--- src/rtl/matrix_entry_loader_pkg.sv ---
// Shared constants, state encoding and element addressing for the matrix
// entry loader and its row/column counter.
package matrix_entry_loader_pkg;

  localparam int MAX_DIM = 5;
  localparam int ELEM_W  = 8;
  localparam int MAT_W   = MAX_DIM * MAX_DIM * ELEM_W;

  // Plain vector states keep the encoding readable by older tools.
  typedef logic [1:0] state_t;
  localparam state_t IDLE = 2'd0;
  localparam state_t LOAD = 2'd1;
  localparam state_t DONE = 2'd2;

  // Bit offset of element (i,j) in the row-major packed matrix bus.
  function automatic logic [7:0] elem_offset(input logic [2:0] i, input logic [2:0] j);
    logic [7:0] idx;
    idx = 8'(i) * 8'(MAX_DIM) + 8'(j);
    return idx * 8'(ELEM_W);
  endfunction

endpackage

--- src/rtl/matrix_entry_loader_rc_counter.sv ---
// Row/column position counter for the matrix entry loader. Columns wrap at
// dim_n and carry into the row; last_o flags the final (dim_m-1, dim_n-1) slot.
module matrix_entry_loader_rc_counter (
  input  logic       clk,
  input  logic       reset,
  input  logic       clear_i,
  input  logic       advance_i,
  input  logic [2:0] dim_m_i,
  input  logic [2:0] dim_n_i,
  output logic [2:0] row_o,
  output logic [2:0] col_o,
  output logic       last_o
);

  logic [2:0] row_q, row_d;
  logic [2:0] col_q, col_d;

  // Next position: clear wins, otherwise step the column and carry into the row.
  always_comb begin
    // NOTE: every combinational output gets a default first so no path leaves it unassigned (no latch).
    row_d = row_q;
    col_d = col_q;
    if (clear_i) begin
      row_d = '0;
      col_d = '0;
    end else if (advance_i) begin
      if (col_q == dim_n_i - 3'd1) begin
        col_d = '0;
        row_d = row_q + 3'd1;
      end else begin
        col_d = col_q + 3'd1;
      end
    end
  end

  // Position registers with synchronous reset.
  always_ff @(posedge clk) begin
    // NOTE: sequential state uses non-blocking assignments so all flops update together at the edge.
    if (reset) begin
      row_q <= '0;
      col_q <= '0;
    end else begin
      row_q <= row_d;
      col_q <= col_d;
    end
  end

  assign row_o  = row_q;
  assign col_o  = col_q;
  assign last_o = (row_q == dim_m_i - 3'd1) && (col_q == dim_n_i - 3'd1);

endmodule

--- src/rtl/matrix_entry_loader.sv ---
// Matrix entry loader: accepts elements one at a time and packs them
// row-major into the 5x5x8-bit matrix bus, then offers the result with a
// valid/ready handshake. Optional feature macro: ELEM_RANGE_CHECK_EN rejects
// elements larger than MAX_ELEM with an err pulse.
module matrix_entry_loader
  import matrix_entry_loader_pkg::state_t;
  import matrix_entry_loader_pkg::IDLE;
  import matrix_entry_loader_pkg::LOAD;
  import matrix_entry_loader_pkg::DONE;
  import matrix_entry_loader_pkg::MAT_W;
  import matrix_entry_loader_pkg::elem_offset;
#(
  parameter int MAX_DIM  = 5,
  parameter int ELEM_W   = 8,
  parameter int MAX_ELEM = 9
) (
  input  logic              clk,
  input  logic              reset,
  input  logic [2:0]        m,
  input  logic [2:0]        n,
  input  logic              start,
  input  logic              abort,
  input  logic              elem_valid,
  input  logic [ELEM_W-1:0] elem_data,
  output logic              elem_ready,
  output logic              mat_valid,
  input  logic              mat_ready,
  output logic [MAT_W-1:0]  matrix,
  output logic [2:0]        dim_m,
  output logic [2:0]        dim_n,
  output logic [4:0]        elem_count,
  output logic              err
);

`ifdef ELEM_RANGE_CHECK_EN
  localparam bit RANGE_CHECK = 1'b1;
`else
  localparam bit RANGE_CHECK = 1'b0;
`endif

  state_t           state_q, state_d;
  logic [MAT_W-1:0] matrix_q, matrix_d;
  logic [2:0]       dim_m_q, dim_m_d;
  logic [2:0]       dim_n_q, dim_n_d;
  logic [4:0]       count_q, count_d;
  logic             mat_valid_q, mat_valid_d;
  logic             err_q, err_d;

  logic       dims_ok, accept, elem_bad, store, pos_clear, pos_last;
  logic [2:0] row, col;

  assign dims_ok    = (m != 3'd0) && (m <= 3'(MAX_DIM)) && (n != 3'd0) && (n <= 3'(MAX_DIM));
  assign elem_ready = (state_q == LOAD);
  assign elem_bad   = RANGE_CHECK && (elem_data > ELEM_W'(MAX_ELEM));
  // abort outranks a simultaneous element, which is simply dropped.
  assign accept     = elem_ready && elem_valid && !abort;
  assign store      = accept && !elem_bad;
  assign pos_clear  = ((state_q == IDLE) && start && dims_ok) || ((state_q == LOAD) && abort);

  matrix_entry_loader_rc_counter u_rc_counter (
    .clk       (clk),
    .reset     (reset),
    .clear_i   (pos_clear),
    .advance_i (store),
    .dim_m_i   (dim_m_q),
    .dim_n_i   (dim_n_q),
    .row_o     (row),
    .col_o     (col),
    .last_o    (pos_last)
  );

  // Load sequencing: dimension capture, element placement and handshake.
  always_comb begin
    state_d     = state_q;
    matrix_d    = matrix_q;
    dim_m_d     = dim_m_q;
    dim_n_d     = dim_n_q;
    count_d     = count_q;
    mat_valid_d = mat_valid_q;
    err_d       = 1'b0;
    case (state_q)
      IDLE: begin
        if (start) begin
          if (dims_ok) begin
            dim_m_d  = m;
            dim_n_d  = n;
            matrix_d = '0;
            count_d  = '0;
            state_d  = LOAD;
          end else begin
            err_d = 1'b1;
          end
        end
      end
      LOAD: begin
        if (abort) begin
          matrix_d = '0;
          count_d  = '0;
          state_d  = IDLE;
        end else if (accept) begin
          if (elem_bad) begin
            err_d = 1'b1;
          end else begin
            matrix_d[elem_offset(row, col) +: ELEM_W] = elem_data;
            count_d = count_q + 5'd1;
            if (pos_last) begin
              mat_valid_d = 1'b1;
              state_d     = DONE;
            end
          end
        end
      end
      DONE: begin
        if (mat_ready) begin
          mat_valid_d = 1'b0;
          state_d     = IDLE;
        end
      end
      default: state_d = IDLE;
    endcase
  end

  // State and output registers with synchronous reset.
  always_ff @(posedge clk) begin
    // NOTE: the matrix is 200 plain flops, not a RAM, so it can be reset with everything else.
    if (reset) begin
      state_q     <= IDLE;
      matrix_q    <= '0;
      dim_m_q     <= '0;
      dim_n_q     <= '0;
      count_q     <= '0;
      mat_valid_q <= 1'b0;
      err_q       <= 1'b0;
    end else begin
      state_q     <= state_d;
      matrix_q    <= matrix_d;
      dim_m_q     <= dim_m_d;
      dim_n_q     <= dim_n_d;
      count_q     <= count_d;
      mat_valid_q <= mat_valid_d;
      err_q       <= err_d;
    end
  end

  assign matrix     = matrix_q;
  assign dim_m      = dim_m_q;
  assign dim_n      = dim_n_q;
  assign elem_count = count_q;
  assign mat_valid  = mat_valid_q;
  assign err        = err_q;

endmodule

--- config.mk ---
export PLATFORM = sky130hd
export DESIGN_NAME = matrix_entry_loader
export DESIGN_NICKNAME = d
export VERILOG_FILES = /design/src/rtl/matrix_entry_loader_pkg.sv /design/src/rtl/matrix_entry_loader_rc_counter.sv /design/src/rtl/matrix_entry_loader.sv
export SDC_FILE = /design/constraint.sdc
export NUM_CORES = 1
export LEC_CHECK = 0
export ABC_AREA = 1
export BUFFER_PORTS_ARGS = -buffer_cell sky130_fd_sc_hd__buf_2
export CAP_MARGIN = 20
export CORE_ASPECT_RATIO = 0.8
export CORE_MARGIN = 4
export CORE_UTILIZATION = 45
export DETAILED_ROUTE_END_ITERATION = 12
export MAX_ROUTING_LAYER = met4
export PLACE_DENSITY = 0.69
export SKIP_LAST_GASP = 1
export SYNTH_ARGS = -nofsm -noshare
export SYNTH_HDL_FRONTEND = slang
export SYNTH_SLANG_ARGS = --single-unit
--- constraint.sdc ---
create_clock -name clk -period 4.9 [get_ports clk]
set_input_delay 0.245 -clock clk [delete_from_list [all_inputs] [get_ports clk]]
set_output_delay 0.245 -clock clk [all_outputs]
set_load 0.02 [all_outputs]
### Word level (Yosys, flattened, before mapping)

Cells that the tools add are included.
Widths: inputs -> output; s select.

| storage, ports and cells | value |
|---|---|
| register bits | 221 |
| input bits | 20 |
| output and inout bits | 214 |

| cells by class | value |
|---|---|
| magnitude comparators | 2 |
| $add $sub $neg | 7 |
| shift-type cells | 2 |
| multipliers | 1 |
| reduce and logical (&&, ||, !) cells | 23 |
| eq/ne operators | 12 |
| bitwise operators | 2 |
| mux-type cells | 25 |

Operators by type and width:

| kind | number |
|---|---|
| $mux 200 | 4 |
| $pmux 200 s2 | 1 |
| $bwmux 200 | 1 |
| $shift 8x10->200 const A | 1 |
| $shiftx 8x10->200 | 1 |
| $mux 5 | 4 |
| $mux 2 | 6 |
| $neg 8->10 | 1 |
| $pmux 5 s2 | 1 |
| $reduce_and 5->1 | 2 |
| $logic_and 1x1->1 | 9 |
| $ne 2x2->1 const B | 4 |
| $add 3x1->3 const B | 2 |
| $eq 3x3->1 | 2 |
| $le 3x3->1 const B | 2 |
| $ne 3x2->1 const B | 2 |
| $pmux 2 s3 | 1 |
| $reduce_bool 3->1 | 2 |
| $sub 3x1->3 const B | 2 |
| $add 5x1->5 const B | 1 |
| $add 5x3->5 | 1 |
| $mul 3x3->5 const B | 1 |
| $mux 1 | 5 |
| $ne 2x1->1 const B | 2 |
| 14 further kinds | 16 |

### Logic depth before layout (Yosys ltp)

| logic depth | value |
|---|---|
| word-level depth | 8 |
| mapped depth | 15 |

### By module

From an unflattened synthesis, not the netlist that was laid out.

| second synthesis, totals | value |
|---|---|
| cell total of the unflattened synthesis | 1239 |
| area, all modules | 9512.9 sq um |

Modules (own cells, without submodules):

| module | seq. area each (sq um) | cells each | area each (sq um) | times used |
|---|---|---|---|---|
| matrix_entry_loader | 4304.1 | 1160 | 8963.6 | 1 |
| matrix_entry_loader_rc_counter | 120.1 | 79 | 549.3 | 1 |

### Least setup slack after synthesis

Ideal clock, no wire load.

| timing path | value |
|---|---|
| path kind | register -> register |
| start | reg u_rc_counter.row_q[0] (netlist: u_rc_counter.row_o[0]) |
| end | reg matrix_q[152] (netlist: matrix[152]) |
| path buffers | 1 |
| required time | 4.768 ns |
| setup slack | 2.035 ns |
| period minus slack after synthesis | 2.865 ns |
| cell stages (with the launch flop) | 15 |
| arrival | 2.732 ns |
| cells stage by stage | dfxtp_1 ha_1 ha_1 fa_1 nor2_1 nor2_4 nor2_1 nand3_2 nand2_1 inv_2 nor2_4 buf_2 nand2_1 nand3_1 a21oi_1 |

| on the way | value |
|---|---|
| longest elaborated chain between the ends | 8 |
| elaborated cells between the ends (all ways) | 9 |
| those cells by class | add/sub: 2; mul: 1; shift: 2; mux: 4 |

Ends and longest elaborated chain:

| what | line | source |
|---|---|---|
| start: declaration | matrix_entry_loader_rc_counter.sv:15 | `logic [2:0] row_q, row_d;` |
| start signal: assignment | matrix_entry_loader_rc_counter.sv:43 | `row_q <= row_d;` |
| $mul 3x3->5 * | matrix_entry_loader_pkg.sv:18 | `idx = 8'(i) * 8'(MAX_DIM) + 8'(j);` |
| $add 5x3->5 * | matrix_entry_loader_pkg.sv:18 |  |
| $neg 8->10 * | matrix_entry_loader.sv:104 | `matrix_d[elem_offset(row, col) +: ELEM_W] = elem_data;` |
| $shiftx 8x10->200 or $shift 8x10->200 (tied branches) | matrix_entry_loader.sv:104 |  |
| $bwmux 200 * | matrix_entry_loader.sv:104 |  |
| $mux 200 * | matrix_entry_loader.sv:100 | `end else if (accept) begin` |
| $mux 200 * | matrix_entry_loader.sv:96 | `if (abort) begin` |
| $pmux 200 s2 * | matrix_entry_loader.sv:81 | `case (state_q)` |
| end signal: assignment | matrix_entry_loader.sv:136 | `matrix_q <= matrix_d;` |
| end: declaration | matrix_entry_loader.sv:42 | `logic [MAT_W-1:0] matrix_q, matrix_d;` |

Mark *: on every way between the ends. The rest lies on a longest branch, timed or not. The select of a mux whose other input is x is not followed.
A chain may end at the register's enable or synchronous reset.

### Final worst setup path

| timing path | value |
|---|---|
| start | reg u_rc_counter.row_q[0] (netlist: u_rc_counter.row_o[0]) |
| end | reg matrix_q[143] (netlist: matrix[143]) |

The elaborated chain is that of the path after synthesis.

==> impl_metrics.tcl <==
set metrics [dict create \
    status "complete, no violations" \
    avgSynthCellArea_sq_um 7.64 \
    post_cts_buffers 0 \
    syn_to_final_growth_pct 21.7 \
    grt_pass1_vias 8592 \
    io_pins 234 \
    tightest_slew_ns 0.999 \
    clock.fmax_mhz 266 \
    multi_input_area_sq_mm 0.00439 \
    finalCriticalPeriod_ns 3.76 \
    port_buffers 233 \
    synthCells 1230 \
    period_share_pct 76.8 \
    r2r_slack_ns 1.14 \
    coreArea_sq_mm 0.0201 \
    fin_nets 1457 \
    whs_path_depth 4 \
    hold_ws_ns 0.0285 \
    gp_congestion 0.930 \
    crit_path_max_incr_delay_ns 0.40 \
    drt-total-wl_mm 31.8 \
    r2r-end "matrix[143]" \
    num_rows 46 \
    crit_slowest_cell "dfxtp_1" \
    yosysWarningCount 0 \
    cap_viol_max_count 0 \
    max-slew-margin-rel_pct 33.4 \
    cts_tree "built" \
    grt_overflow 0 \
    cts_resized 0 \
    r2r-start "u_rc_counter.row_o[0]" \
    p_leak_uw 0.00461 \
    critPathCaptureType "flop" \
    grt_use_total_pct 26.5 \
    hold_start "mat_ready" \
    fill_cells 1936 \
    dr.first_iter.drc_count 1178 \
    avgViaCountPerCell 5.71 \
    setup_viol 0 \
    final_common_cell "nand3_1" \
    cts.hold.buffers_added 0 \
    clk_latency_ns 0.50 \
    p_per_area_mw_per_mm2 340 \
    path_cells "ha_1, ha_1, fa_1, nor2_1, nor2_4, nor2_1, nand3_2, nand2_1, inv_2, nor2_4, buf_4, nand2_1, nand3_1, a21oi_1" \
    drive_above_1_share_pct 22.5 \
    antenna_found_initial 0 \
    drcViolationCount 0 \
    critPathLaunchType "flop" \
    reg2reg_depth 14 \
    clockRootBuffer "clkbuf_16" \
    min_to "state_q[1]" \
    drt_pass1_iterations 5 \
    synth_seq_area_share_pct 47.1 \
    crit_type "flop to flop" \
    synth.net_count 1265 \
    grt_max_degree 112 \
    antenna_cells 0 \
    cts_sinks 221 \
    cts-buffers-inserted 23 \
    clock-skew-final_ns 0.00669 \
    dp_hpwl_mm 21.8 \
    hold_class "input pin to flop" \
    cp_max_fo 20 \
    htreeDepth 1 \
    final_cell_mix "nand3_1 (328), buf_2 (232), dfxtp_1 (221)" \
    grt_setup_unrepaired "false" \
    ir_worst_vdd_mv 0.220 \
    final_antenna_net_count 0 \
    finalMaxSlewViolations 0 \
    cp.arrival_ns 4.11 \
    die_y_um 137 \
    synth-seq-cells 221 \
    tns_ns 0 \
    die_w_um 170 \
    synth.distinct_cells 36 \
    cp.required_ns 5.25 \
    start_util_pct 46.7 \
    synth_area_sq_mm 0.00940 \
    post_drt_wl_per_cell_um 18.7 \
    clk_pin_slew_ns 0.06 \
    grt_pass1_wl_mm 48.3 \
    fp.dieArea_sq_mm 0.0233 \
    cts.path.max_buffers 3 \
    hold_violations 0 \
    vias 9708 \
    seqCellArea_sq_mm 0.00442 \
]
## kinds of logic (layout without fill, tap and decap cells)
logic type      count (synthesis)  after routing  synth area share [%]
xor+xnor                        7              7                 0.852
simple gates                  616            616                  31.5
flops                         221            221                  47.1
compound gates                228            228                  12.2
fa+ha+maj                      15             15                  2.08
buf+inv                       143            350                  6.26
## registers in the layout, indices dropped and copies added, names as in the netlist
| register | flops |
|---|---|
| dim_n | 3 |
| u_rc_counter.row_o | 3 |
| elem_count | 5 |
| err | 1 |
| matrix | 200 |
| u_rc_counter.col_o | 3 |
| state_q | 2 |
| mat_valid | 1 |
| dim_m | 3 |
## how the worst max path moves through the flow
stage	from	depth (start not counted)	slack [ns]	to
CTS	u_rc_counter.row_o[0]	14	1.15	matrix[143]
detailed placement	u_rc_counter.row_o[0]	14	1.16	matrix[143]
finish	u_rc_counter.row_o[0]	14	1.14	matrix[143]
floorplan	u_rc_counter.row_o[0]	14	2.04	matrix[152]
global placement	u_rc_counter.row_o[0]	14	1.29	matrix[173]
global route	u_rc_counter.row_o[0]	14	0.87	matrix[143]
## routing by layer
| layer | track usage [%] | up-vias | part of all wire [%] |
|---|---|---|---|
| li1 | - | 4638 | - |
| met5 | - | - | 0 |
| met4 | 5.50 | 0 | 2.0 |
| met1 | 40.6 | 4552 | 47 |
| met3 | 5.28 | 48 | 10 |
| met2 | 35.7 | 470 | 42 |
## area by class of cell
cell class	instances	area share (%)
Clock inverter	11	1.39
Sequential cell	221	38.7
Timing Repair Buffer	241	10.9
Inverter	69	2.33
Clock buffer	29	5.49
Tap cell	264	2.89
Multi-Input combinational cell	866	38.3
## report_power, final
group          internal (uW)  total [uW]  switching [uW]
Sequential              1810        1810            6.92
Clock                   1120        1850             730
Combinational           40.1         226             185
Total                   2960        3880             922
## cell usage after synthesis (all sizes together)
library cell / instances / area share, %
nand4: 29 / 2.1
ha: 14 / 1.9
clkbuf: 35 / 1.4
nor4: 2 / 0.20
fa: 1 / 0.21
xnor2: 4 / 0.57
a211oi: 1 / 0.080
buf: 39 / 2.1
xor2: 3 / 0.28
nand2: 144 / 5.9
inv: 59 / 2.4
nor2: 93 / 4.3
or2: 3 / 0.20
nand3: 332 / 18
nor3b: 1 / 0.080
o21ai: 8 / 0.43
o21a: 1 / 0.080
nor3: 11 / 0.81
nor4b: 1 / 0.093
clkinv: 10 / 0.40
a21oi: 218 / 12
dfxtp: 221 / 47
## critical path: cells and delay by family (launching register included)
family	cells	cell delay, ns
simple gates	8	1.72
flops	1	0.40
compound gates	1	0.07
fa+ha+maj	3	0.98
buf+inv	2	0.41
## through the flow
stage | instance area, sq um | cells | power [uW] | util [%] | setup WS [ns]
2_1_floorplan | 9400 | 1230 | 2010 | - | 2.04
3_3_place_gp | 10700 | 1661 | 2070 | 52.9 | 1.29
3_5_place_dp | 10700 | 1661 | 2070 | 52.9 | 1.16
4_1_cts | 11400 | 1701 | 3900 | 56.8 | 1.15
5_1_grt | 11400 | 1701 | 4000 | 56.8 | 0.867
6_report | 11400 | 1701 | 3880 | 56.8 | 1.14
Power figures use the tool's default switching activity.
